==> config.mk <==
export PLATFORM = sky130hd
export DESIGN_NAME = mem_access_sequencer
export DESIGN_NICKNAME = d
export VERILOG_FILES = /design/src/rtl/mem_access_sequencer_pkg.sv /design/src/rtl/mas_byte_assembler.sv /design/src/rtl/mem_access_sequencer.sv
export SDC_FILE = /design/constraint.sdc
export NUM_CORES = 1
export LEC_CHECK = 0
export BUFFER_PORTS_ARGS = -buffer_cell sky130_fd_sc_hd__buf_2
export CORE_ASPECT_RATIO = 1.25
export CORE_MARGIN = 2
export CORE_UTILIZATION = 30
export CTS_CLUSTER_DIAMETER = 150
export DETAILED_ROUTE_END_ITERATION = 10
export GPL_TIMING_DRIVEN = 0
export PLACE_DENSITY = 0.55
export SYNTH_ARGS = -nofsm -noshare
export SYNTH_HDL_FRONTEND = slang
export SYNTH_SLANG_ARGS = --single-unit
==> constraint.sdc <==
create_clock -name clk -period 3.75 [get_ports clk]
set_clock_uncertainty 0.2 [all_clocks]
set_input_delay 0.75 -clock clk [delete_from_list [all_inputs] [get_ports clk]]
set_output_delay 0.75 -clock clk [all_outputs]
set_load 0.1 [all_outputs]
==> src/rtl/mem_access_sequencer_pkg.sv <==
// Shared encodings for the memory access sequencer: size codes, FSM states, RW polarity
// and small request-decode helpers.
package mem_access_sequencer_pkg;

    localparam logic [1:0] SZ_BYTE = 2'b00;
    localparam logic [1:0] SZ_HALF = 2'b01;
    localparam logic [1:0] SZ_WORD = 2'b10;
    localparam logic [1:0] SZ_BAD  = 2'b11;

    localparam logic [1:0] S_IDLE   = 2'd0;
    localparam logic [1:0] S_ACCESS = 2'd1;
    localparam logic [1:0] S_DONE   = 2'd2;

    // RW polarity as encoded in the control unit microstore
    localparam logic RW_READ  = 1'b1;
    localparam logic RW_WRITE = 1'b0;

    typedef logic [1:0] mas_size_t;

    typedef struct packed {
        logic [31:0] wdata;
        mas_size_t   size;
        logic        rw;
        logic        sext;
    } mas_req_t;

    function automatic logic [2:0] num_bytes(input mas_size_t sz);
        case (sz)
            SZ_BYTE: num_bytes = 3'd1;
            SZ_HALF: num_bytes = 3'd2;
            default: num_bytes = 3'd4;
        endcase
    endfunction

    function automatic logic is_reject(input mas_size_t sz, input logic [1:0] a);
        case (sz)
            SZ_BYTE: is_reject = 1'b0;
            SZ_HALF: is_reject = a[0];
            SZ_WORD: is_reject = |a;
            default: is_reject = 1'b1;
        endcase
    endfunction

endpackage

==> src/rtl/mas_byte_assembler.sv <==
// Byte datapath: big-endian write lane select, MSB-first read shift register and
// zero/sign extension of the word being completed by the incoming byte.
module mas_byte_assembler
    import mem_access_sequencer_pkg::*;
(
    input  logic        clk_i,
    input  logic        rst_ni,
    input  logic        clear_i,
    input  logic        shift_en_i,
    input  logic [7:0]  byte_i,
    input  mas_size_t   ext_size_i,
    input  logic        sext_i,
    output logic [31:0] ext_word_o,
    input  logic [31:0] lane_wdata_i,
    input  mas_size_t   lane_size_i,
    input  logic [1:0]  lane_k_i,
    output logic [7:0]  lane_byte_o
);

    logic [23:0] shift_q, shift_d;
    logic [31:0] assembled;
    logic [2:0]  nbytes;
    logic [1:0]  lane;

    always_comb begin
        shift_d = shift_q;
        if (clear_i) begin
            shift_d = '0;
        end else if (shift_en_i) begin
            shift_d = {shift_q[15:0], byte_i};
        end
    end

    always_ff @(posedge clk_i or negedge rst_ni) begin
        if (!rst_ni) begin
            shift_q <= '0;
        end else begin
            shift_q <= shift_d;
        end
    end

    // Extension sees the byte being sampled this edge, so rdata can load in the same cycle
    always_comb begin
        assembled  = {shift_q, byte_i};
        ext_word_o = assembled;
        case (ext_size_i)
            SZ_BYTE: ext_word_o = {{24{sext_i & assembled[7]}}, assembled[7:0]};
            SZ_HALF: ext_word_o = {{16{sext_i & assembled[15]}}, assembled[15:0]};
            default: ext_word_o = assembled;
        endcase
    end

    always_comb begin
        nbytes = num_bytes(lane_size_i);
        lane   = 2'(nbytes - 3'd1 - {1'b0, lane_k_i});
        case (lane)
            2'd0:    lane_byte_o = lane_wdata_i[7:0];
            2'd1:    lane_byte_o = lane_wdata_i[15:8];
            2'd2:    lane_byte_o = lane_wdata_i[23:16];
            default: lane_byte_o = lane_wdata_i[31:24];
        endcase
    end

endmodule

==> src/rtl/mem_access_sequencer.sv <==
// Sequences one MOV/MOC memory request into big-endian byte accesses on a byte-wide RAM,
// returning the assembled read word and the misalignment verdict.
module mem_access_sequencer
    import mem_access_sequencer_pkg::*;
#(
    parameter int unsigned ADDR_W      = 9,
    parameter int unsigned WAIT_CYCLES = 1
) (
    input  logic              clk,
    input  logic              reset,
    input  logic              MOV,
    input  logic              RW,
    input  logic [1:0]        size,
    input  logic              sign_ext,
    input  logic [31:0]       addr,
    input  logic [31:0]       wdata,
    output logic [31:0]       rdata,
    output logic              MOC,
    output logic              misalign,
    output logic [ADDR_W-1:0] ram_addr,
    output logic [7:0]        ram_wdata,
    output logic              ram_en,
    output logic              ram_we,
    input  logic [7:0]        ram_rdata
);

    localparam int unsigned WaitW = (WAIT_CYCLES > 1) ? $clog2(WAIT_CYCLES) : 1;
    localparam logic [WaitW-1:0] WaitLast = WaitW'(WAIT_CYCLES - 1);

    logic [1:0]        state_q, state_d;
    logic [1:0]        k_q, k_d;
    logic [WaitW-1:0]  wait_q, wait_d;
    logic [ADDR_W-1:0] base_q, base_d;
    mas_req_t          req_q, req_d;
    logic              moc_q, moc_d;
    logic              mis_q, mis_d;
    logic [31:0]       rdata_q, rdata_d;
    logic              ram_en_q, ram_en_d;
    logic              ram_we_q, ram_we_d;
    logic [ADDR_W-1:0] ram_addr_q, ram_addr_d;
    logic [7:0]        ram_wdata_q, ram_wdata_d;

    logic              asm_clear, asm_shift;
    logic [31:0]       ext_word;
    logic [31:0]       lane_wdata;
    mas_size_t         lane_size;
    logic [1:0]        lane_k;
    logic [7:0]        lane_byte;
    logic [1:0]        k_last;
    logic              unused_addr_bits;

    // Upper address bits alias onto the RAM
    assign unused_addr_bits = ^addr[31:ADDR_W];

    assign k_last = 2'(num_bytes(req_q.size) - 3'd1);

    // In IDLE the first lane comes straight from the request; afterwards from the latch
    always_comb begin
        if (state_q == S_IDLE) begin
            lane_wdata = wdata;
            lane_size  = size;
            lane_k     = 2'd0;
        end else begin
            lane_wdata = req_q.wdata;
            lane_size  = req_q.size;
            lane_k     = k_q + 2'd1;
        end
    end

    mas_byte_assembler u_asm (
        .clk_i        (clk),
        .rst_ni       (reset),
        .clear_i      (asm_clear),
        .shift_en_i   (asm_shift),
        .byte_i       (ram_rdata),
        .ext_size_i   (req_q.size),
        .sext_i       (req_q.sext),
        .ext_word_o   (ext_word),
        .lane_wdata_i (lane_wdata),
        .lane_size_i  (lane_size),
        .lane_k_i     (lane_k),
        .lane_byte_o  (lane_byte)
    );

    always_comb begin
        state_d     = state_q;
        k_d         = k_q;
        wait_d      = wait_q;
        base_d      = base_q;
        req_d       = req_q;
        moc_d       = moc_q;
        mis_d       = mis_q;
        rdata_d     = rdata_q;
        ram_en_d    = ram_en_q;
        ram_we_d    = ram_we_q;
        ram_addr_d  = ram_addr_q;
        ram_wdata_d = ram_wdata_q;
        asm_clear   = 1'b0;
        asm_shift   = 1'b0;

        case (state_q)
            S_IDLE: begin
                moc_d = 1'b0;
                mis_d = 1'b0;
                if (MOV) begin
                    base_d     = addr[ADDR_W-1:0];
                    req_d.wdata = wdata;
                    req_d.size = size;
                    req_d.rw   = RW;
                    req_d.sext = sign_ext;
                    if (is_reject(size, addr[1:0])) begin
                        state_d = S_DONE;
                        moc_d   = 1'b1;
                        mis_d   = 1'b1;
                    end else begin
                        state_d     = S_ACCESS;
                        k_d         = 2'd0;
                        wait_d      = '0;
                        asm_clear   = 1'b1;
                        ram_en_d    = 1'b1;
                        ram_we_d    = (RW == RW_WRITE);
                        ram_addr_d  = addr[ADDR_W-1:0];
                        ram_wdata_d = lane_byte;
                    end
                end
            end
            S_ACCESS: begin
                if (wait_q == WaitLast) begin
                    wait_d    = '0;
                    asm_shift = (req_q.rw == RW_READ);
                    if (k_q == k_last) begin
                        state_d  = S_DONE;
                        moc_d    = 1'b1;
                        mis_d    = 1'b0;
                        ram_en_d = 1'b0;
                        ram_we_d = 1'b0;
                        if (req_q.rw == RW_READ) begin
                            rdata_d = ext_word;
                        end
                    end else begin
                        k_d         = k_q + 2'd1;
                        ram_addr_d  = base_q + ADDR_W'(k_q + 2'd1);
                        ram_wdata_d = lane_byte;
                    end
                end else begin
                    wait_d = wait_q + WaitW'(1);
                end
            end
            S_DONE: begin
                if (!MOV) begin
                    state_d = S_IDLE;
                    moc_d   = 1'b0;
                    mis_d   = 1'b0;
                end
            end
            default: begin
                state_d  = S_IDLE;
                moc_d    = 1'b0;
                mis_d    = 1'b0;
                ram_en_d = 1'b0;
                ram_we_d = 1'b0;
            end
        endcase
    end

    always_ff @(posedge clk or negedge reset) begin
        if (!reset) begin
            state_q     <= S_IDLE;
            k_q         <= '0;
            wait_q      <= '0;
            base_q      <= '0;
            req_q       <= '0;
            moc_q       <= 1'b0;
            mis_q       <= 1'b0;
            rdata_q     <= '0;
            ram_en_q    <= 1'b0;
            ram_we_q    <= 1'b0;
            ram_addr_q  <= '0;
            ram_wdata_q <= '0;
        end else begin
            state_q     <= state_d;
            k_q         <= k_d;
            wait_q      <= wait_d;
            base_q      <= base_d;
            req_q       <= req_d;
            moc_q       <= moc_d;
            mis_q       <= mis_d;
            rdata_q     <= rdata_d;
            ram_en_q    <= ram_en_d;
            ram_we_q    <= ram_we_d;
            ram_addr_q  <= ram_addr_d;
            ram_wdata_q <= ram_wdata_d;
        end
    end

    assign rdata     = rdata_q;
    assign MOC       = moc_q;
    assign misalign  = mis_q;
    assign ram_en    = ram_en_q;
    assign ram_we    = ram_we_q;
    assign ram_addr  = ram_addr_q;
    assign ram_wdata = ram_wdata_q;

endmodule

==> flow_metrics.env, run 1 <==
export IMPL_fp_row_count=57
export IMPL_htree_levels=4
export IMPL_tightest_slew_ns=0.989
export IMPL_fp_dieW_um=129
export IMPL_dpl_cell_area_um2=6710
export IMPL_grt_overflow=0
export IMPL_grt_pass1_vias=4732
export IMPL_ys_seq_elements=126
export IMPL_path_buf_inv=3
export IMPL_crit_fanout=10
export IMPL_synth_area_leaders="dfrtp_1, nand2_1, mux4_2, a21oi_1, nor2_1"
export IMPL_vias_per_cell=4.76
export IMPL_cp_end_kind="flop"
export IMPL_rsz0062_at_grt="no"
export IMPL_yosysTopAreaCell="dfrtp_1"
export IMPL_setup_viol=0
export IMPL_ys_seq_area_frac=0.540
export IMPL_critPathSlowestCell="clkbuf_1"
export IMPL_avgSynthCellArea_um2=9.49
export IMPL_ys_types=49
export IMPL_cts_setup_buffers=0
export IMPL_drt_iter0_markers=227
export IMPL_regToRegStartpoint="state_q[0]"
export IMPL_synthCells=615
export IMPL_crit_family="buffers and inverters"
export IMPL_crit_required_ns=3.85
export IMPL_wl_per_cell_um=15.4
export IMPL_drc_errors=0
export IMPL_io_pins=132
export IMPL_worst_endpoint_arrival_ns=3.13
export IMPL_finalSetupTns_ns=0
export IMPL_hold_class="in -> async"
export IMPL_die_area_um2=20600
export IMPL_fmax_mhz=330
export IMPL_io_buffers=108
export IMPL_maxSlewHeadroom=0.336
export IMPL_status="complete, no violations"
export IMPL_hold_viol=0
export IMPL_diodes=0
export IMPL_rr_worst_depth=9
export IMPL_critPathKind="reg -> reg"
export IMPL_maxCapViolations=0
export IMPL_startpoint_type="flop"
export IMPL_ys_async_sr_fraction=1.00
export IMPL_clkLatencyLatePin_ns=0.42
export IMPL_grt_pass1_wl_um=25000
export IMPL_cts_root_buffer="clkbuf_16"
export IMPL_cts_num_sinks=126
export IMPL_yosysTopAreaCellShare=0.540
export IMPL_coreArea_um2=19300
export IMPL_num_nets_final=827
export IMPL_grt_max_degree=71
export IMPL_cts_inserted_buffers=17
export IMPL_grt_usage=0.156
export IMPL_antenna_found_initial=0
export IMPL_synth_cell_area_um2=5840
export IMPL_min_period_ns=3.03
export IMPL_max_stage_delay_ns=0.54
export IMPL_synth_edff_count=0
export IMPL_mostFrequentLayoutCell="nand2_1"
export IMPL_gp_congestion=0.823
export IMPL_postRouteAntennaNets=0
export IMPL_firstDrtPassIters=4
export IMPL_layout_drive_gt1_share=0.250
export IMPL_period_share=0.807
export IMPL_clkTransAtPathRegs_ns=0.06
export IMPL_cts_tree="built"
export IMPL_syn_nets=699
export IMPL_syn2layout_area_growth_pct=24.4
export IMPL_hpwlAfterDp_um=11200
export IMPL_cp_cell_sequence="buf_6 -> or2_2 -> o31ai_1 -> ha_1 -> clkinv_1 -> clkbuf_1 -> mux4_2 -> o21ai_0 -> a31oi_1"
export IMPL_wl_um=15200
export IMPL_ctsHoldBuffers=0
export IMPL_layout_common_cells="nand2_1, dfrtp_1, buf_2, a21oi_1, nor2_1"
export IMPL_synthFlopType="dfrtp_1"
export IMPL_initial_core_util=0.303
export IMPL_clockBufferDepth=2
export IMPL_routed_via_count=4720
export IMPL_finalMaxSlewViolations=0
export IMPL_die_h_um=160
export IMPL_ys_warn_count=0
export IMPL_r2r_setup_slack_ns=0.72
export IMPL_timing_rr_end="ram_wdata[2]"
export IMPL_ctsResizeCount=0
export IMPL_final_area_um2=7260
export IMPL_finalHoldWorstSlack_ns=0.0802
## worst max path at each step
stage	start	to	slack [ns]	cells after the start
after global placement	reset	rdata[9]	-0.11	1
after global routing	state_q[0]	ram_wdata[4]	0.60	9
after detailed placement	size[1]	ram_wdata[1]	0.62	8
final	state_q[0]	ram_wdata[2]	0.72	9
after floorplan	state_q[0]	ram_wdata[6]	1.20	9
after CTS	state_q[0]	ram_wdata[1]	0.73	9
## through the flow
step,utilization,setup WS (ns),cells
after floorplan,-,1.20,615
after global placement,0.347,-0.106,959
after detailed placement,0.348,0.623,960
after CTS,0.377,0.734,992
after global routing,0.377,0.603,992
final,0.377,0.723,992
## worst reg2reg max path: stages (launching register included)
cell	delay [ns]
dfrtp_1	0.37
buf_6	0.14
or2_2	0.33
o31ai_1	0.23
ha_1	0.28
clkinv_1	0.18
clkbuf_1	0.54
mux4_2	0.44
o21ai_0	0.10
a31oi_1	0.10
## flip-flops by register name (all words and copies together), names as in the netlist
| signal | count |
|---|---|
| req_q | 36 |
| k_q | 2 |
| ram_wdata | 8 |
| u_asm.shift_q | 24 |
| ram_en | 1 |
| base_q | 9 |
| ram_we | 1 |
| ram_addr | 9 |
| state_q | 2 |
| misalign | 1 |
| MOC | 1 |
| rdata | 32 |
## Yosys cell counts (2+ instances only)
cell type  instances
buf_2             10
o21ai_0           14
a31oi_1           11
ha_1               4
nand4_1            2
nand3_1           11
o22ai_1            2
clkbuf_1          15
nand2b_1           3
nand3b_1           2
o21ai_1            9
mux2_2             8
nand2_1          213
dfrtp_1          126
o31ai_1            2
and2_1             4
xor2_1             2
nor2b_1            2
a21o_1             3
o21a_1             2
buf_6              5
nor3_1             2
nor2_1            39
mux2i_1            6
buf_4              2
a21oi_1           61
mux4_2            16
inv_1              9
buf_1              3
xnor2_1            7
and3_1             2
## area by class of cell
| class | instances | area (µm²) |
|---|---|---|
| fillers | 1974 | 12000 |
| flip-flops and latches | 126 | 3150 |
| multi-input cells | 443 | 2450 |
| repair buffers | 109 | 574 |
| clock buffers | 18 | 429 |
| well taps | 236 | 295 |
| plain buffers | 35 | 189 |
| clock inverters | 14 | 125 |
| inverters | 11 | 46.3 |
## metal layers
metal	track usage	part of all wire	up-vias
met5	0	0	-
li1	-	-	2328
met1	0.192	0.43	2270
met3	0.0362	0.042	23
met4	0.0662	0.021	0
met2	0.260	0.51	99
## cells by family (layout without fill, tap and decap cells)
kind of cell    Yosys count  count (layout)  share of synthesized area
xor+xnor                  9               9                     0.0135
mux                      30              30                     0.0874
buf+inv                  46             187                     0.0403
simple gates            287             287                      0.199
flops                   126             126                      0.540
compound gates          112             112                      0.107
fa+ha+maj                 5               5                     0.0120
Power of run 1 is not shown: default switching activity piles up to over one toggle a cycle in this logic, so the estimate is an artifact.
==> inputs of run 2 (changes only) <==
--- a/config.mk
+++ b/config.mk
@@ -5,6 +5,7 @@
 export SDC_FILE = /design/constraint.sdc
 export NUM_CORES = 1
 export LEC_CHECK = 0
+export ABC_AREA = 1
 export BUFFER_PORTS_ARGS = -buffer_cell sky130_fd_sc_hd__buf_2
 export CORE_ASPECT_RATIO = 1.25
 export CORE_MARGIN = 2
@@ -12,7 +13,7 @@
 export CTS_CLUSTER_DIAMETER = 150
 export DETAILED_ROUTE_END_ITERATION = 10
 export GPL_TIMING_DRIVEN = 0
-export PLACE_DENSITY = 0.55
+export PLACE_DENSITY = 0.57
 export SYNTH_ARGS = -nofsm -noshare
 export SYNTH_HDL_FRONTEND = slang
 export SYNTH_SLANG_ARGS = --single-unit
==> constraint.sdc (replaced) <==
create_clock -name clk -period 2.45 [get_ports clk]
set_clock_uncertainty 0.2 [all_clocks]
set_input_delay 0.49 -clock clk [delete_from_list [all_inputs] [get_ports clk]]
set_output_delay 0.49 -clock clk [all_outputs]
set_load 0.1 [all_outputs]
==> run 2 against run 1 <==
Against the previous run:
- critical path depth rose by 7
- first-iteration DRC count rose by 15%
- die area rose by 4.7%
- worst hold slack got worse by 0.0026 ns
- via count rose by 11%
- global-route usage rose by 0.82 points
- utilization rose by 1.4 points
- sequential share of layout area fell by 3.3 points
- final cell count rose by 16%
- worst setup slack got worse by 0.60 ns
- area after synthesis rose by 4.9%
- critical path type unchanged
- highest routed layer unchanged
==> flow_metrics.env, run 2 <==
export IMPL_io_pins=132
export IMPL_maxCapViolations=0
export IMPL_cts_root_buffer="clkbuf_16"
export IMPL_num_nets_final=955
export IMPL_yosysTopAreaCellShare=0.515
export IMPL_seq_area_um2=3160
export IMPL_max_stage_delay_ns=0.46
export IMPL_mostFrequentLayoutCell="nand2_1"
export IMPL_grt_pass1_wl_um=27700
export IMPL_wl_um=16800
export IMPL_ys_seq_area_frac=0.515
export IMPL_initial_core_util=0.305
export IMPL_worst_endpoint_arrival_ns=2.43
export IMPL_startpoint_type="flop"
export IMPL_crit_fanout=10
export IMPL_clkTransAtPathRegs_ns=0.05
export IMPL_fmax_mhz=430
export IMPL_ys_async_sr_fraction=1.00
export IMPL_grt_overflow=0
export IMPL_layout_common_cells="nand2_1, dfrtp_1, buf_2, inv_1, o21ai_0"
export IMPL_hold_viol=0
export IMPL_synth_cell_area_um2=6120
export IMPL_postRouteAntennaNets=0
export IMPL_crit_required_ns=2.55
export IMPL_synth_area_leaders="dfrtp_1, nand2_1, o21ai_0, inv_1, nor2_1"
export IMPL_fp_row_count=58
export IMPL_rsz0062_at_grt="yes"
export IMPL_clockBufferDepth=2
export IMPL_path_common_cell="nand2_4"
export IMPL_die_area_um2=21600
export IMPL_antenna_found_initial=1
export IMPL_avgSynthCellArea_um2=8.38
export IMPL_maxSlewHeadroom=0.581
export IMPL_multi_input_area_um2=2420
export IMPL_ys_warn_count=0
export IMPL_vias_per_cell=4.56
export IMPL_cp_cell_sequence="inv_4 -> nand2_4 -> nand2_1 -> nand2_2 -> inv_2 -> nor2_2 -> ha_2 -> inv_1 -> nand3_4 -> nand2_4 -> nand2_8 -> nand2_4 -> buf_6 -> a21oi_1 -> o21ai_1 -> nand2_1"
export IMPL_yosysTopAreaCell="dfrtp_1"
export IMPL_layout_drive_gt1_share=0.241
export IMPL_largest_register_ffs=36
export IMPL_period_share=0.950
export IMPL_grt_pass1_vias=5240
export IMPL_tightest_slew_ns=0.629
export IMPL_syn_nets=815
export IMPL_grt_max_degree=68
export IMPL_status="complete, no violations"
export IMPL_hold_class="in -> reg"
export IMPL_gp_congestion=0.828
export IMPL_synthFlopType="dfrtp_1"
export IMPL_firstDrtPassIters=5
export IMPL_coreArea_um2=20100
export IMPL_synth_edff_count=0
export IMPL_synth_most_common_cell="nand2_1"
export IMPL_syn2layout_area_growth_pct=28.4
export IMPL_fillers=2097
export IMPL_crit_family="simple AND/OR/NAND/NOR gates"
export IMPL_grt_usage=0.164
export IMPL_fin_cells=1154
export IMPL_hpwlAfterDp_um=12100
export IMPL_synthCells=731
export IMPL_synth_common_cells="nand2_1, dfrtp_1, inv_1"
export IMPL_drc_errors=0
export IMPL_cts_num_sinks=126
export IMPL_drt_iter0_markers=261
export IMPL_ys_seq_elements=126
export IMPL_regMostFlops="req_q"
export IMPL_htree_levels=4
export IMPL_ys_types=39
export IMPL_wl_per_cell_um=14.5
export IMPL_io_buffers=108
export IMPL_cts_inserted_buffers=17
export IMPL_clkLatencyLatePin_ns=0.42
export IMPL_min_period_ns=2.33
export IMPL_path_buf_inv=4
export IMPL_place_inst=1110
export IMPL_die_h_um=164
export IMPL_cp_end_kind="flop"
export IMPL_setup_viol=0
export IMPL_routed_via_count=5260
export IMPL_fp_dieW_um=132
export IMPL_critPathKind="reg -> reg"
export IMPL_finalMaxSlewViolations=0
export IMPL_critPathSlowestCell="dfrtp_2"
export IMPL_cts_tree="built"
run 2: through the flow:
stage / TNS, ns / hold WS (ns) / worst slack [ns] / utilization / instance area (µm²)
after global placement: -142.56 / 0.258 / -1.13 / 0.348 / 7000
final: 0 / 0.0777 / 0.122 / 0.391 / 7860
after detailed placement: -2.21 / 0.260 / -0.194 / 0.350 / 7040
after floorplan: 0 / -0.00559 / 0.181 / - / 6120
after global routing: -0.0584 / 0.0746 / -0.0296 / 0.391 / 7860
after CTS: 0 / 0.0690 / 0.0135 / 0.384 / 7720
run 2: timing repair:
action                                 CTS  global route
endpoints found under the hold margin   59             0
setup buffers                            3             9
resized for setup                        4            21
pin swaps                                1             6
setup endpoints to repair               18            37
hold buffers                             1             0
run 2: tightest hold or removal path, stage by stage:
cell and delay [ns]:
buf_2 0.07, nand2_1 0.04, nand2_1 0.05
run 2: final timing paths:
kind                                  start               end  slack, ns  cells after the start
hold / removal                     sign_ext          req_q[0]       0.08                      3
min in group asynchronous             reset  u_asm.shift_q[5]       0.41                      2
setup reg to reg                 state_q[0]      ram_wdata[1]       0.12                     16
hold reg to reg            u_asm.shift_q[7]  u_asm.shift_q[7]       0.27                      2
setup / recovery                 state_q[0]      ram_wdata[1]       0.12                     16
max in group asynchronous             reset         req_q[13]       0.87                      3
run 2: cells by family after synthesis:
| family | count (synthesis) | share of synthesized area |
|---|---|---|
| AOI/OAI and AO/OA | 177 | 0.163 |
| xor gates and xnor gates | 6 | 0.00858 |
| adders and majority gates | 5 | 0.0114 |
| buffers and inverters | 155 | 0.101 |
| DFF | 126 | 0.515 |
| muxes | 8 | 0.0196 |
| and+or+nand+nor | 254 | 0.182 |
run 2: area by class of cell:
class	instances	area share
plain buffers	33	0.0210
multi-input cells	450	0.307
well taps	270	0.0430
diodes	1	0.000318
flip-flops and latches	126	0.401
repair buffers	122	0.0858
clock inverters	11	0.0274
inverters	121	0.0581
clock buffers	20	0.0555
run 2: routing by layer:
layer	global-route usage	part of all wire	vias to the layer above	routed length [µm]
li1	-	-	2617	-
met1	0.201	0.43	2487	7130
met2	0.285	0.50	134	8390
met3	0.0392	0.057	22	951
met4	0.0553	0.017	0	289
met5	0	0	-	0
Power of run 2 is left out for the same reason.
